[config.mk]
export PLATFORM = sky130hd
export DESIGN_NAME = z80_uart_io
export DESIGN_NICKNAME = d
export VERILOG_FILES = /design/src/rtl/z80_uart_io.sv
export SDC_FILE = /design/constraint.sdc
export NUM_CORES = 1
export LEC_CHECK = 0
export ABC_AREA = 1
export BUFFER_PORTS_ARGS = -buffer_cell sky130_fd_sc_hd__buf_2
export CAP_MARGIN = 20
export CORE_MARGIN = 10
export CORE_UTILIZATION = 45
export DETAILED_ROUTE_END_ITERATION = 6
export PLACE_DENSITY_LB_ADDON = 0.3
export SYNTH_ARGS = -nofsm -noshare
export SYNTH_HDL_FRONTEND = slang
export SYNTH_SLANG_ARGS = --single-unit
[constraint.sdc]
create_clock -name clk -period 5.1 [get_ports clk]
set_input_delay 0.255 -clock clk [delete_from_list [all_inputs] [get_ports clk]]
set_output_delay 0.255 -clock clk [all_outputs]
set_load 0.005 [all_outputs]
[src/rtl/z80_uart_io.sv]
// rtl/z80_uart_io.sv - I/O-mapped 8N1 UART with 4-entry TX FIFO for the Z80 bus
module z80_uart_io #(
  parameter int          CLKS_PER_BIT = 16,
  parameter logic [7:0]  BASE_PORT    = 8'h00
) (
  input  logic       clk,
  input  logic       reset,
  input  logic [7:0] address,
  input  logic [7:0] dbus_out,
  output logic [7:0] dbus_in,
  input  logic       iorq_n,
  input  logic       rd_n,
  input  logic       wr_n,
  input  logic       s_rx,
  output logic       s_tx
);

  localparam int             CW        = (CLKS_PER_BIT > 1) ? $clog2(CLKS_PER_BIT) : 1;
  localparam logic [CW-1:0]  BIT_LAST  = CW'(CLKS_PER_BIT - 1);
  localparam logic [CW-1:0]  BIT_HALF  = CW'(CLKS_PER_BIT / 2 - 1);
  localparam logic [7:0]     STAT_PORT = BASE_PORT + 8'd1;

  typedef enum logic [1:0] {TX_IDLE, TX_START, TX_DATA, TX_STOP} tx_state_t;
  typedef enum logic [1:0] {RX_IDLE, RX_START, RX_DATA, RX_STOP} rx_state_t;

  // ---------------- bus decode ----------------
  logic hit_data, hit_stat, addr_hit, wr_act, rd_act;
  logic wr_act_q, rd_act_q, rd_stat_q;
  logic push, rd_end, data_rd_end, stat_rd_end;

  assign hit_data    = (address == BASE_PORT);
  assign hit_stat    = (address == STAT_PORT);
  assign addr_hit    = hit_data || hit_stat;
  assign wr_act      = !iorq_n && !wr_n && addr_hit;
  assign rd_act      = !iorq_n && !rd_n && addr_hit;
  assign rd_end      = rd_act_q && !rd_act;
  assign data_rd_end = rd_end && !rd_stat_q;
  assign stat_rd_end = rd_end && rd_stat_q;

  always_ff @(posedge clk or posedge reset) begin
    if (reset) begin
      wr_act_q  <= 1'b0;
      rd_act_q  <= 1'b0;
      rd_stat_q <= 1'b0;
    end else begin
      wr_act_q <= wr_act;
      rd_act_q <= rd_act;
      if (rd_act)
        rd_stat_q <= hit_stat;
    end
  end

  // ---------------- TX FIFO ----------------
  logic [7:0] fifo_mem [4];
  logic [1:0] fifo_wp, fifo_rp;
  logic [2:0] fifo_cnt;
  logic       fifo_empty, tx_full, tx_pop;

  assign fifo_empty = (fifo_cnt == 3'd0);
  assign tx_full    = (fifo_cnt == 3'd4);
  assign push       = wr_act && !wr_act_q && hit_data && !tx_full;

  always_ff @(posedge clk) begin
    if (push)
      fifo_mem[fifo_wp] <= dbus_out;
  end

  always_ff @(posedge clk or posedge reset) begin
    if (reset) begin
      fifo_wp  <= 2'd0;
      fifo_rp  <= 2'd0;
      fifo_cnt <= 3'd0;
    end else begin
      if (push)
        fifo_wp <= fifo_wp + 2'd1;
      if (tx_pop)
        fifo_rp <= fifo_rp + 2'd1;
      case ({push, tx_pop})
        2'b10:   fifo_cnt <= fifo_cnt + 3'd1;
        2'b01:   fifo_cnt <= fifo_cnt - 3'd1;
        default: fifo_cnt <= fifo_cnt;
      endcase
    end
  end

  // ---------------- TX shifter ----------------
  tx_state_t     tx_state;
  logic [CW-1:0] tx_cnt;
  logic [2:0]    tx_idx;
  logic [7:0]    tx_shift;
  logic          tx_bit_end, tx_idle;

  assign tx_bit_end = (tx_cnt == BIT_LAST);
  assign tx_pop     = !fifo_empty &&
                      ((tx_state == TX_IDLE) || (tx_state == TX_STOP && tx_bit_end));
  assign tx_idle    = fifo_empty && (tx_state == TX_IDLE);

  // s_tx is registered from the current state, so the line lags the state by one clock
  always_ff @(posedge clk or posedge reset) begin
    if (reset) begin
      tx_state <= TX_IDLE;
      tx_cnt   <= '0;
      tx_idx   <= 3'd0;
      tx_shift <= 8'h00;
      s_tx     <= 1'b1;
    end else begin
      case (tx_state)
        TX_START: s_tx <= 1'b0;
        TX_DATA:  s_tx <= tx_shift[tx_idx];
        default:  s_tx <= 1'b1;
      endcase
      case (tx_state)
        TX_IDLE: begin
          tx_cnt <= '0;
          if (tx_pop) begin
            tx_shift <= fifo_mem[fifo_rp];
            tx_state <= TX_START;
          end
        end
        TX_START: begin
          if (tx_bit_end) begin
            tx_cnt   <= '0;
            tx_idx   <= 3'd0;
            tx_state <= TX_DATA;
          end else begin
            tx_cnt <= tx_cnt + 1'b1;
          end
        end
        TX_DATA: begin
          if (tx_bit_end) begin
            tx_cnt <= '0;
            tx_idx <= tx_idx + 3'd1;
            if (tx_idx == 3'd7)
              tx_state <= TX_STOP;
          end else begin
            tx_cnt <= tx_cnt + 1'b1;
          end
        end
        default: begin
          if (tx_bit_end) begin
            tx_cnt <= '0;
            if (tx_pop) begin
              tx_shift <= fifo_mem[fifo_rp];
              tx_state <= TX_START;
            end else begin
              tx_state <= TX_IDLE;
            end
          end else begin
            tx_cnt <= tx_cnt + 1'b1;
          end
        end
      endcase
    end
  end

  // ---------------- RX path ----------------
  logic          rx_s1, rx_s2, rx_s3, rx_fall;
  rx_state_t     rx_state;
  logic [CW-1:0] rx_cnt;
  logic [2:0]    rx_idx;
  logic [7:0]    rx_shift, rx_hold;
  logic          rx_valid, rx_overrun, frame_err, rx_bit_end;

  assign rx_fall    = rx_s3 && !rx_s2;
  assign rx_bit_end = (rx_cnt == BIT_LAST);

  always_ff @(posedge clk or posedge reset) begin
    if (reset) begin
      rx_s1 <= 1'b1;
      rx_s2 <= 1'b1;
      rx_s3 <= 1'b1;
    end else begin
      rx_s1 <= s_rx;
      rx_s2 <= rx_s1;
      rx_s3 <= rx_s2;
    end
  end

  // Bus-side clears come first so that a completion in the same cycle overrides them
  always_ff @(posedge clk or posedge reset) begin
    if (reset) begin
      rx_state   <= RX_IDLE;
      rx_cnt     <= '0;
      rx_idx     <= 3'd0;
      rx_shift   <= 8'h00;
      rx_hold    <= 8'h00;
      rx_valid   <= 1'b0;
      rx_overrun <= 1'b0;
      frame_err  <= 1'b0;
    end else begin
      if (data_rd_end)
        rx_valid <= 1'b0;
      if (stat_rd_end) begin
        rx_overrun <= 1'b0;
        frame_err  <= 1'b0;
      end
      case (rx_state)
        RX_IDLE: begin
          rx_cnt <= '0;
          if (rx_fall)
            rx_state <= RX_START;
        end
        RX_START: begin
          if (rx_cnt == BIT_HALF) begin
            rx_cnt <= '0;
            rx_idx <= 3'd0;
            rx_state <= rx_s2 ? RX_IDLE : RX_DATA;
          end else begin
            rx_cnt <= rx_cnt + 1'b1;
          end
        end
        RX_DATA: begin
          if (rx_bit_end) begin
            rx_cnt   <= '0;
            rx_shift <= {rx_s2, rx_shift[7:1]};
            rx_idx   <= rx_idx + 3'd1;
            if (rx_idx == 3'd7)
              rx_state <= RX_STOP;
          end else begin
            rx_cnt <= rx_cnt + 1'b1;
          end
        end
        default: begin
          if (rx_bit_end) begin
            rx_cnt   <= '0;
            rx_state <= RX_IDLE;
            if (rx_s2) begin
              rx_hold  <= rx_shift;
              rx_valid <= 1'b1;
              if (rx_valid && !data_rd_end)
                rx_overrun <= 1'b1;
            end else begin
              frame_err <= 1'b1;
            end
          end else begin
            rx_cnt <= rx_cnt + 1'b1;
          end
        end
      endcase
    end
  end

  // ---------------- read mux ----------------
  logic [7:0] status;
  assign status  = {3'b000, frame_err, rx_overrun, tx_idle, tx_full, rx_valid};
  assign dbus_in = rd_act ? (hit_stat ? status : rx_hold) : 8'hFF;

endmodule

**Word level (Yosys, flattened, before mapping)**

Memory sizes are Yosys's and may differ from the RTL's.
Index checks and enable logic that the tools add are counted.

- Reduce and logical (&&, ||, !) cells: 45
- Mux-type cells: 49
- Shift operators: 0
- Eq/ne operators: 22
- $add $sub $neg: 8
- $lt $le $gt $ge: 1
- Bitwise gates (word level): 2
- Div/mod/pow operators: 0
- $mul: 0

Operator list:

| operator | number |
|---|---|
| 8-bit 2-to-1 mux | 4 |
| 2-bit 2-to-1 mux | 11 |
| 3-bit one-hot mux with 2 select lines | 3 |
| 1-bit 2-to-1 mux | 17 |
| 4-bit 2-to-1 mux | 4 |
| 2-bit inequality test (second input constant) | 8 |
| 8-bit one-hot mux with 2 select lines | 1 |
| 1-bit logical AND | 15 |
| 3-bit 2-to-1 mux | 4 |
| 2-bit one-hot mux with 3 select lines | 2 |
| 1-bit logical NOT | 10 |
| 5-bit AND reduction | 2 |
| 3-bit by 1-bit adder with 3-bit output (second input constant) | 3 |
| 3-bit == test (second input constant) | 3 |
| 3-bit AND reduction | 3 |
| 4-bit by 1-bit adder with 4-bit output (second input constant) | 2 |
| 2-bit == test (second input constant) | 4 |
| 4-bit == test (second input constant) | 2 |
| 8-bit by 1-bit == test with 1-bit output (second input constant) | 1 |
| 8-bit logical NOT | 1 |
| 4-bit one-hot mux with 2 select lines | 1 |
| 2-bit nonzero test | 4 |
| 2-bit by 1-bit == test with 1-bit output (second input constant) | 3 |
| 2-bit by 1-bit adder with 2-bit output (second input constant) | 2 |
| other kinds (13) | 17 |

- Word-level logic and storage cells: 150
- Memories kept: 1
- Bits of input ports: 22
- RAM bits: 32
- Bits in read-only memories: 0
- Register bits after elaboration: 59
- Output and inout bits: 9
- Bits in latches: 0

Memory list:

| name | depth | width | read ports | clocked after memory_dff | write ports | RTL line | source |
|---|---|---|---|---|---|---|---|
| fifo_mem | 4 | 8 | 1 | 0 | 1 | 54 | `logic [7:0] fifo_mem [4];` |

**Logic depth before layout (Yosys ltp)**

Gate-level depths: netlist of run 1.

- Word-level depth: 12
- Depth in mapped cells: 13
- Depth with buffers taken out: 13

**Worst setup path after synthesis of run 1**

OpenSTA, ideal clock, no wires.

- Path kind: reg-to-reg
- From: register tx_state[0]
- To: register fifo_cnt[2]
- Library setup time: 0.131 ns
- Data arrival time: 1.956 ns
- Clock period less this slack: 2.087 ns
- Setup slack: 3.013 ns
- Path buffers: 0
- Data required time: 4.969 ns
- Cell stages (with the launch flop): 13
- Cell sequence: dfrtp_1 inv_1 ha_1 inv_1 nand2_4 nand2_2 nor2_4 ha_1 inv_1 fa_1 a21oi_1 o21ai_0 xor2_1

- Word-level cells in the longest chain between the ends: 6
- Elaborated cells on any way between the ends: 9
- Classes of those cells: 3 x eq/ne; 1 x mux; 5 x reduce/logical

RTL lines:

| item | RTL line | source |
|---|---|---|
| start, declared | 87 | `tx_state_t tx_state;` |
| start signal, assigned | 101 | `tx_state <= TX_IDLE;` |
| start signal, assigned | 117 | `tx_state <= TX_START;` |
| start signal, assigned | 124 | `tx_state <= TX_DATA;` |
| 2-bit == test | 95 | `((tx_state == TX_IDLE) \|\| (tx_state == TX_STOP && tx_bit_end));` |
| 1-bit logical AND | 95 |  |
| 1-bit logical OR * | 95 |  |
| 1-bit logical AND * | 94 | `assign tx_pop = !fifo_empty &&` |
| via tx_pop | 57 | `logic fifo_empty, tx_full, tx_pop;` |
| 2-bit by 1-bit == test with 1-bit output / 2-bit == test (equally long branches) | 78 | `case ({push, tx_pop})` |
| 3-bit one-hot mux with 2 select lines / 2-bit nonzero test (equally long branches) | -- |  |
| end signal, assigned | 79 | `2'b10: fifo_cnt <= fifo_cnt + 3'd1;` |
| end signal, assigned | 80 | `2'b01: fifo_cnt <= fifo_cnt - 3'd1;` |
| end signal, assigned | 81 | `default: fifo_cnt <= fifo_cnt;` |
| end, declared | 56 | `logic [2:0] fifo_cnt;` |

Mark *: on every way through the listed nets, which the timed path passes. The rest lies on a longest branch.
A chain may end at the register's enable or synchronous reset.

**Worst setup path in the final report of run 1**

Same ends and word-level chain as after synthesis.

==> results of run 1 <==
-- kinds of logic after synthesis --
family / synth area share (%)
simple gates: 18.13
flops: 59.58
compound gates: 9.249
buf+inv: 6.014
fa+ha+maj: 5.067
xor+xnor: 1.709
mux: 0.2442
-- state kept, by name, indices dropped and copies added, names as in the netlist --
name,flops
fifo_mem,32
rx_hold,8
rx_shift,8
tx_shift,8
rx_cnt,4
tx_cnt,4
fifo_cnt,3
rx_idx,3
tx_idx,3
fifo_rp,2
fifo_wp,2
rx_state,2
tx_state,2
frame_err,1
rd_act_q,1
rd_stat_q,1
rx_overrun,1
rx_s1,1
rx_s2,1
rx_s3,1
rx_valid,1
s_tx,1
wr_act_q,1
-- final cells by class --
| class | instances | area [um2] | share of cell area (%) |
|---|---|---|---|
| repair buffers | 32 | 167.7 | 3.677 |
| clock buffers | 9 | 123.9 | 2.717 |
| multi-input cells | 264 | 1410 | 30.93 |
| clock inverters | 7 | 76.32 | 1.674 |
| inverters | 53 | 203.9 | 4.473 |
| flip-flops and latches | 91 | 2442 | 53.57 |
| well taps | 108 | 135.1 | 2.964 |
-- worst max path at each step --
stage | from | depth (start not counted) | to | slack [ns]
2_1_floorplan | tx_state[0]$_DFFE_PP0P_ | 12 | fifo_cnt[2]$_DFFE_PP0P_ | 3.01
3_3_place_gp | tx_state[0]$_DFFE_PP0P_ | 12 | fifo_cnt[2]$_DFFE_PP0P_ | 2.91
3_5_place_dp | tx_state[0]$_DFFE_PP0P_ | 12 | fifo_cnt[2]$_DFFE_PP0P_ | 2.82
4_1_cts | tx_state[0]$_DFFE_PP0P_ | 12 | fifo_cnt[2]$_DFFE_PP0P_ | 2.82
5_1_grt | tx_state[0]$_DFFE_PP0P_ | 12 | fifo_cnt[2]$_DFFE_PP0P_ | 2.67
6_report | tx_state[0]$_DFFE_PP0P_ | 12 | fifo_cnt[2]$_DFFE_PP0P_ | 2.82
-- cell usage in the layout, fill, tap and decap left out --
| cell type | Yosys | routed |
|---|---|---|
| edfxtp_1 | 32 | 32 |
| buf_4 | 1 | 1 |
| o21ai_2 | 9 | 9 |
| nor2_4 | 2 | 2 |
| inv_2 | 2 | 3 |
| nand3_4 | 1 | 1 |
| dfrtp_1 | 55 | 55 |
| clkbuf_8 | 0 | 9 |
| o22ai_1 | 8 | 8 |
| nor2_1 | 46 | 46 |
| dlygate4sd3_1 | 0 | 1 |
| inv_1 | 50 | 49 |
| a21oi_1 | 5 | 5 |
| mux2i_1 | 1 | 1 |
| clkinv_4 | 1 | 2 |
| clkinvlp_4 | 0 | 2 |
| ha_1 | 15 | 15 |
| nand2_1 | 96 | 96 |
| xor2_1 | 7 | 7 |
| clkinvlp_2 | 0 | 1 |
| fa_1 | 1 | 1 |
| nand2_2 | 3 | 3 |
| nor3_1 | 2 | 2 |
| o211ai_1 | 2 | 2 |
| or2_1 | 2 | 2 |
| dfstp_2 | 4 | 4 |
| bufinv_16 | 0 | 1 |
| xnor2_1 | 1 | 1 |
| inv_6 | 0 | 2 |
| nand4_1 | 1 | 1 |
| o21ai_0 | 34 | 34 |
| nor3b_1 | 1 | 1 |
| o21ai_1 | 8 | 8 |
| nand3_1 | 15 | 15 |
| buf_2 | 1 | 30 |
| nor2_2 | 1 | 1 |
| nand2_4 | 3 | 3 |
-- routing by layer --
layer / share of wire (%) / vias to the layer above / global-route usage [%]
met2: 45 / 43 / 18.54
li1: - / 1417 / -
met3: 4.8 / 10 / 3.514
met1: 48 / 1280 / 14.27
met5: 0 / - / 0
met4: 1.6 / 0 / 4.307
-- power by group --
group	internal [mW]	switching (mW)	total [mW]
clock network	0.229	0.262	0.492
registers	0.868	0.106	0.974
logic	0.215	0.371	0.586
total	1.31	0.739	2.05
-- critical path, delay by kind of cell, from the launching register on --
kind	cells	cell delay, ns
xor+xnor	1	0.15
compound gates	2	0.25
buf+inv	3	0.27
flops	1	0.41
fa+ha+maj	3	0.77
simple gates	3	0.32
-- per-stage QoR --
| stage | cells | power, mW |
|---|---|---|
| floorplan | 414 | 1.433 |
| global placement | 547 | 1.554 |
| detailed placement | 547 | 1.576 |
| CTS | 564 | 2.071 |
| global route | 564 | 2.216 |
| finish | 564 | 2.052 |
==> flow_metrics.tcl, run 1 <==
set metrics [dict create \
    period_minus_slack_ns 2.276 \
    chipWidth_um 115.4 \
    final.setup.tns_ns 0 \
    hold_viol_final 0 \
    crit_path_end_kind "flop" \
    cts_tree "done" \
    drv_slew 0 \
    synth.distinct_cells 33 \
    areaGrowthSynthToFinish_pct 11.23 \
    worst_setup_path_start_kind "flop" \
    fin_ws_ns 2.824 \
    synth_top_area_share_pct 33.58 \
    crit_top_cell "inv_1" \
    power-per-cell-area_mw_per_mm2 450.0 \
    vias 2750 \
    cts_sinks 91 \
    maxCapViolCount 0 \
    crit_required_ns 5.34 \
    yosys.area.top_type "dfrtp_1" \
    fin_crit_sh_pct 44.63 \
    num_antenna_cells 0 \
    ys_ff_latch 91 \
    grt_usage_pct 11.50 \
    cts_buffer_depth 2 \
    coreArea_mm2 0.008806 \
    critPathKind "flop to flop" \
    first_pass_iters 5 \
    path_cells "inv_1 > ha_1 > inv_1 > nand2_4 > nand2_2 > nor2_4 > ha_1 > inv_1 > fa_1 > a21oi_1 > o21ai_0 > xor2_1" \
    rows 34 \
    io_pins 31 \
    critPathSlowestCell "dfrtp_1" \
    regToRegEndpoint "fifo_cnt[2]$_DFFE_PP0P_" \
    fillCellCount 793 \
    via_per_inst 4.876 \
    timing.rr.start "tx_state[0]$_DFFE_PP0P_" \
    place.gp.congestion 0.7850 \
    fmax_mhz 439.3 \
    post-cts-setup-buffer-count 0 \
    drive_gt1_share_pct 16.23 \
    synth.most_common_cell "nand2_1" \
    dp_slack_ns 2.821 \
    synth-seq-area-share_pct 59.58 \
    synth_area_leaders "dfrtp_1 (34%), edfxtp_1 (23%), nand2_1 (8.8%)" \
    antenna_found_initial 0 \
    tightestPinTransition_ns 0.8218 \
    cts_hold_buffers 1 \
    syn_area_per_cell_um2 9.901 \
    grt_max_degree 60 \
    cts.clk_slew.worst_paths_ns 0.09 \
    synth_warnings 0 \
    hpwl_mm 5.013 \
    crit_fanout 4 \
    critPathMaxStageDelay_ns 0.41 \
    ff2ff_path_depth 12 \
    syn_inst 414 \
    yosys_most_used_dff "dfrtp_1" \
    die_h_um 115.4 \
    synth_edf_count 32 \
    clk_latency_ns 0.37 \
    status "finished, final reports clean" \
    fin_skew_ns 0.01273 \
    finalHoldWorstSlack_ns 0.09274 \
    wire_per_inst_um 12.98 \
    overflow 0 \
    synthTopCellsByCount "nand2_1 (96), dfrtp_1 (55), inv_1 (50)" \
    async_flop_share_pct 64.84 \
    min_path_type "input port to asynchronous set/reset pin" \
    post_cts_resized 0 \
    drc 0 \
    cts_htree_levels 3 \
    dieArea_mm2 0.01333 \
    numCtsBuffers 9 \
    synthesis.area_mm2 0.004099 \
    grt_pass1_wl_mm 12.34 \
    peakVddDrop_mv 0.1765 \
    rsz0062_at_grt "no" \
    postLayoutCellArea_mm2 0.004559 \
    totalWireLength_mm 7.320 \
    leakagePower_nw 2.056 \
    grt_pass1_vias 2646 \
    dpl_cell_area_mm2 0.004349 \
    cts_root_buf "clkbuf_8" \
    nets 489 \
    syn-num-nets 452 \
    reg2reg_slack_ns 2.82 \
    utilization_pct 51.78 \
    setup_viol_count_final 0 \
    start_util_pct 46.55 \
    ant_nets 0 \
    buffer_ports.inserted 30 \
    slew_headroom_pct 45.01 \
    drt_iter0_drc 105 \
    worstPathArrival_ns 2.52 \
]
Note: power is estimated with default switching activity, not from simulation.
==> run 2, diff against run 1 <==
--- a/config.mk
+++ b/config.mk
@@ -5,7 +5,7 @@
 export SDC_FILE = /design/constraint.sdc
 export NUM_CORES = 1
 export LEC_CHECK = 0
-export ABC_AREA = 1
+export ABC_AREA = 0
 export BUFFER_PORTS_ARGS = -buffer_cell sky130_fd_sc_hd__buf_2
 export CAP_MARGIN = 20
 export CORE_MARGIN = 10
==> constraint.sdc (replaced) <==
create_clock -name clk -period 2.4 [get_ports clk]
set_input_delay 0.12 -clock clk [delete_from_list [all_inputs] [get_ports clk]]
set_output_delay 0.12 -clock clk [all_outputs]
set_load 0.005 [all_outputs]
==> flow_metrics.tcl, run 2 <==
set metrics [dict create \
    fin_skew_ns 0.006746 \
    drive_gt1_share_pct 33.83 \
    hpwl_mm 4.601 \
    grt_pass1_vias 2394 \
    nets 367 \
    yosys_most_used_dff "dfrtp_1" \
    rows 34 \
    final.setup.tns_ns 0 \
    dp_cells 414 \
    cts_buffer_depth 2 \
    cts.clk_slew.worst_paths_ns 0.10 \
    period_minus_slack_ns 2.160 \
    power-per-cell-area_mw_per_mm2 885.5 \
    utilization_pct 53.53 \
    io_pins 31 \
    synth.most_common_cell "dfrtp_1" \
    cts_htree_levels 3 \
    grt_max_degree 60 \
    place.gp.congestion 0.7603 \
    cts_sinks 91 \
    status "finished, final reports clean" \
    vias 2290 \
    synth-seq-area-share_pct 60.98 \
    async_flop_share_pct 64.84 \
    chipWidth_um 114.3 \
    totalWireLength_mm 6.595 \
    drc 0 \
    cts_root_buf "clkbuf_8" \
    ant_nets 0 \
    synth_area_leaders "dfrtp_1 (34%), edfxtp_1 (24%), mux2_2 (8.4%)" \
    largest_reg_flops 32 \
    antenna_found_initial 0 \
    wire_per_inst_um 14.92 \
    ys_ff_latch 91 \
    syn-num-nets 314 \
    overflow 0 \
    coreArea_mm2 0.008678 \
    synthesis.area_mm2 0.004005 \
    instances_no_fill 442 \
    first_pass_iters 4 \
    numCtsBuffers 9 \
    max_flop_register "fifo_mem" \
    hold_viol_final 0 \
    syn_inst 276 \
    cts_tree "done" \
    synth_edf_count 32 \
    worstPathArrival_ns 2.44 \
    buffer_ports.inserted 30 \
    synth_warnings 0 \
    num_antenna_cells 0 \
    drv_slew 0 \
    synthTopCellsByCount "dfrtp_1 (55), edfxtp_1 (32), mux2_2 (30)" \
    clk_latency_ns 0.36 \
    die_h_um 114.3 \
    synth_top_area_share_pct 34.36 \
    setup_viol_count_final 0 \
    drt_iter0_drc 74 \
    yosys.area.top_type "dfrtp_1" \
    critPathKind "flop to flop" \
    final_cell_mix "dfrtp_1 (55), edfxtp_1 (32), mux2_2 (30), buf_2 (30)" \
    tightestPinTransition_ns 0.7411 \
    start_util_pct 46.15 \
    fmax_mhz 463.0 \
    layout_commonest_cell "dfrtp_1" \
    power_mw 4.114 \
    min_path_type "input port to flop" \
    rsz0062_at_grt "no" \
    crit_required_ns 2.68 \
    reg2reg_slack_ns 0.24 \
    synth.distinct_cells 44 \
    dieArea_mm2 0.01307 \
    leakagePower_nw 1.971 \
    crit_path_end_kind "flop" \
    syn_area_per_cell_um2 14.51 \
    worst_setup_path_start_kind "flop" \
    crit_fanout 5 \
    fin_crit_sh_pct 89.99 \
    grt_pass1_wl_mm 11.50 \
    grt_usage_pct 10.81 \
    areaGrowthSynthToFinish_pct 16.00 \
    maxCapViolCount 0 \
    slew_headroom_pct 50.59 \
    peakVddDrop_mv 0.3664 \
    via_per_inst 5.181 \
]
-- run 2: metrics by stage --
| stage | hold slack (ns) | worst slack (ns) | instance area [um2] |
|---|---|---|---|
| after floorplan | 0.1245 | 0.1901 | 4005 |
| after global placement | 0.2260 | 0.2031 | 4312 |
| after detailed placement | 0.2290 | 0.1266 | 4312 |
| after CTS | 0.02723 | 0.1013 | 4633 |
| after global routing | 0.02756 | 0.03551 | 4646 |
| final | 0.04428 | 0.2403 | 4646 |
-- run 2: area by class of cell --
class / instances / area, um2
Inverter: 15 / 56.30
Clock inverter: 7 / 87.58
Multi-Input combinational cell: 162 / 1473
Tap cell: 108 / 135.1
Clock buffer: 9 / 123.9
Sequential cell: 91 / 2442
Fill cell: 760 / 4033
Timing Repair Buffer: 50 / 327.8
-- run 2: path summary, 6_finish.rpt --
path	startpoint	to	cells after the start
max	tx_cnt[0]$_DFF_PP0_	fifo_cnt[2]$_DFFE_PP0P_	9
min reg2reg	rx_s1$_DFF_PP1_	rx_s2$_DFF_PP1_	0
max in group asynchronous	reset	fifo_cnt[2]$_DFFE_PP0P_	4
min in group asynchronous	reset	fifo_wp[0]$_DFFE_PP0P_	4
max reg2reg	tx_cnt[0]$_DFF_PP0_	fifo_cnt[2]$_DFFE_PP0P_	9
min	address[5]	wr_act_q$_DFF_PP0_	3
-- run 2: worst max-delay path: stages (launching register included) --
cell and delay (ns):
dfrtp_1 0.41, ha_2 0.25, a41oi_1 0.19, nor2_2 0.17, ha_1 0.20, inv_1 0.06
fa_1 0.38, xor2_1 0.15, nor2_1 0.11, xor2_1 0.17
-- run 2: cell families (layout without fill, tap and decap cells) --
family / count (synthesis) / in the layout / share of synthesized area (%)
buffers and inverters: 23 / 81 / 2.374
adder cells (fa/ha/maj): 16 / 16 / 5.186
flip-flops: 91 / 91 / 60.98
AO/OA/AOI/OAI: 31 / 31 / 5.030
AND/OR/NAND/NOR: 59 / 59 / 8.529
multiplexers: 47 / 47 / 15.93
XOR/XNOR: 9 / 9 / 1.968
-- run 2: power breakdown --
group / switching, mW / internal (mW)
Clock: 0.595 / 0.511
Combinational: 0.435 / 0.567
Sequential: 0.202 / 1.80
Total: 1.23 / 2.88
-- run 2: layer usage --
layer / track usage (%) / routed length (um) / up-vias
li1: - / - / 1112
met1: 14.17 / 3116 / 1141
met2: 16.82 / 3172 / 24
met3: 2.096 / 155 / 13
met4: 5.263 / 151 / 0
met5: 0 / 0 / -
-- run 2: repair_timing --
action / 4_1_cts / 5_1_grt
buffers inserted: 0 / 1
hold endpoints to repair: 89 / 0
setup endpoints to repair: 0 / 1
gates resized for setup: 0 / 2
hold buffers: 11 / 0
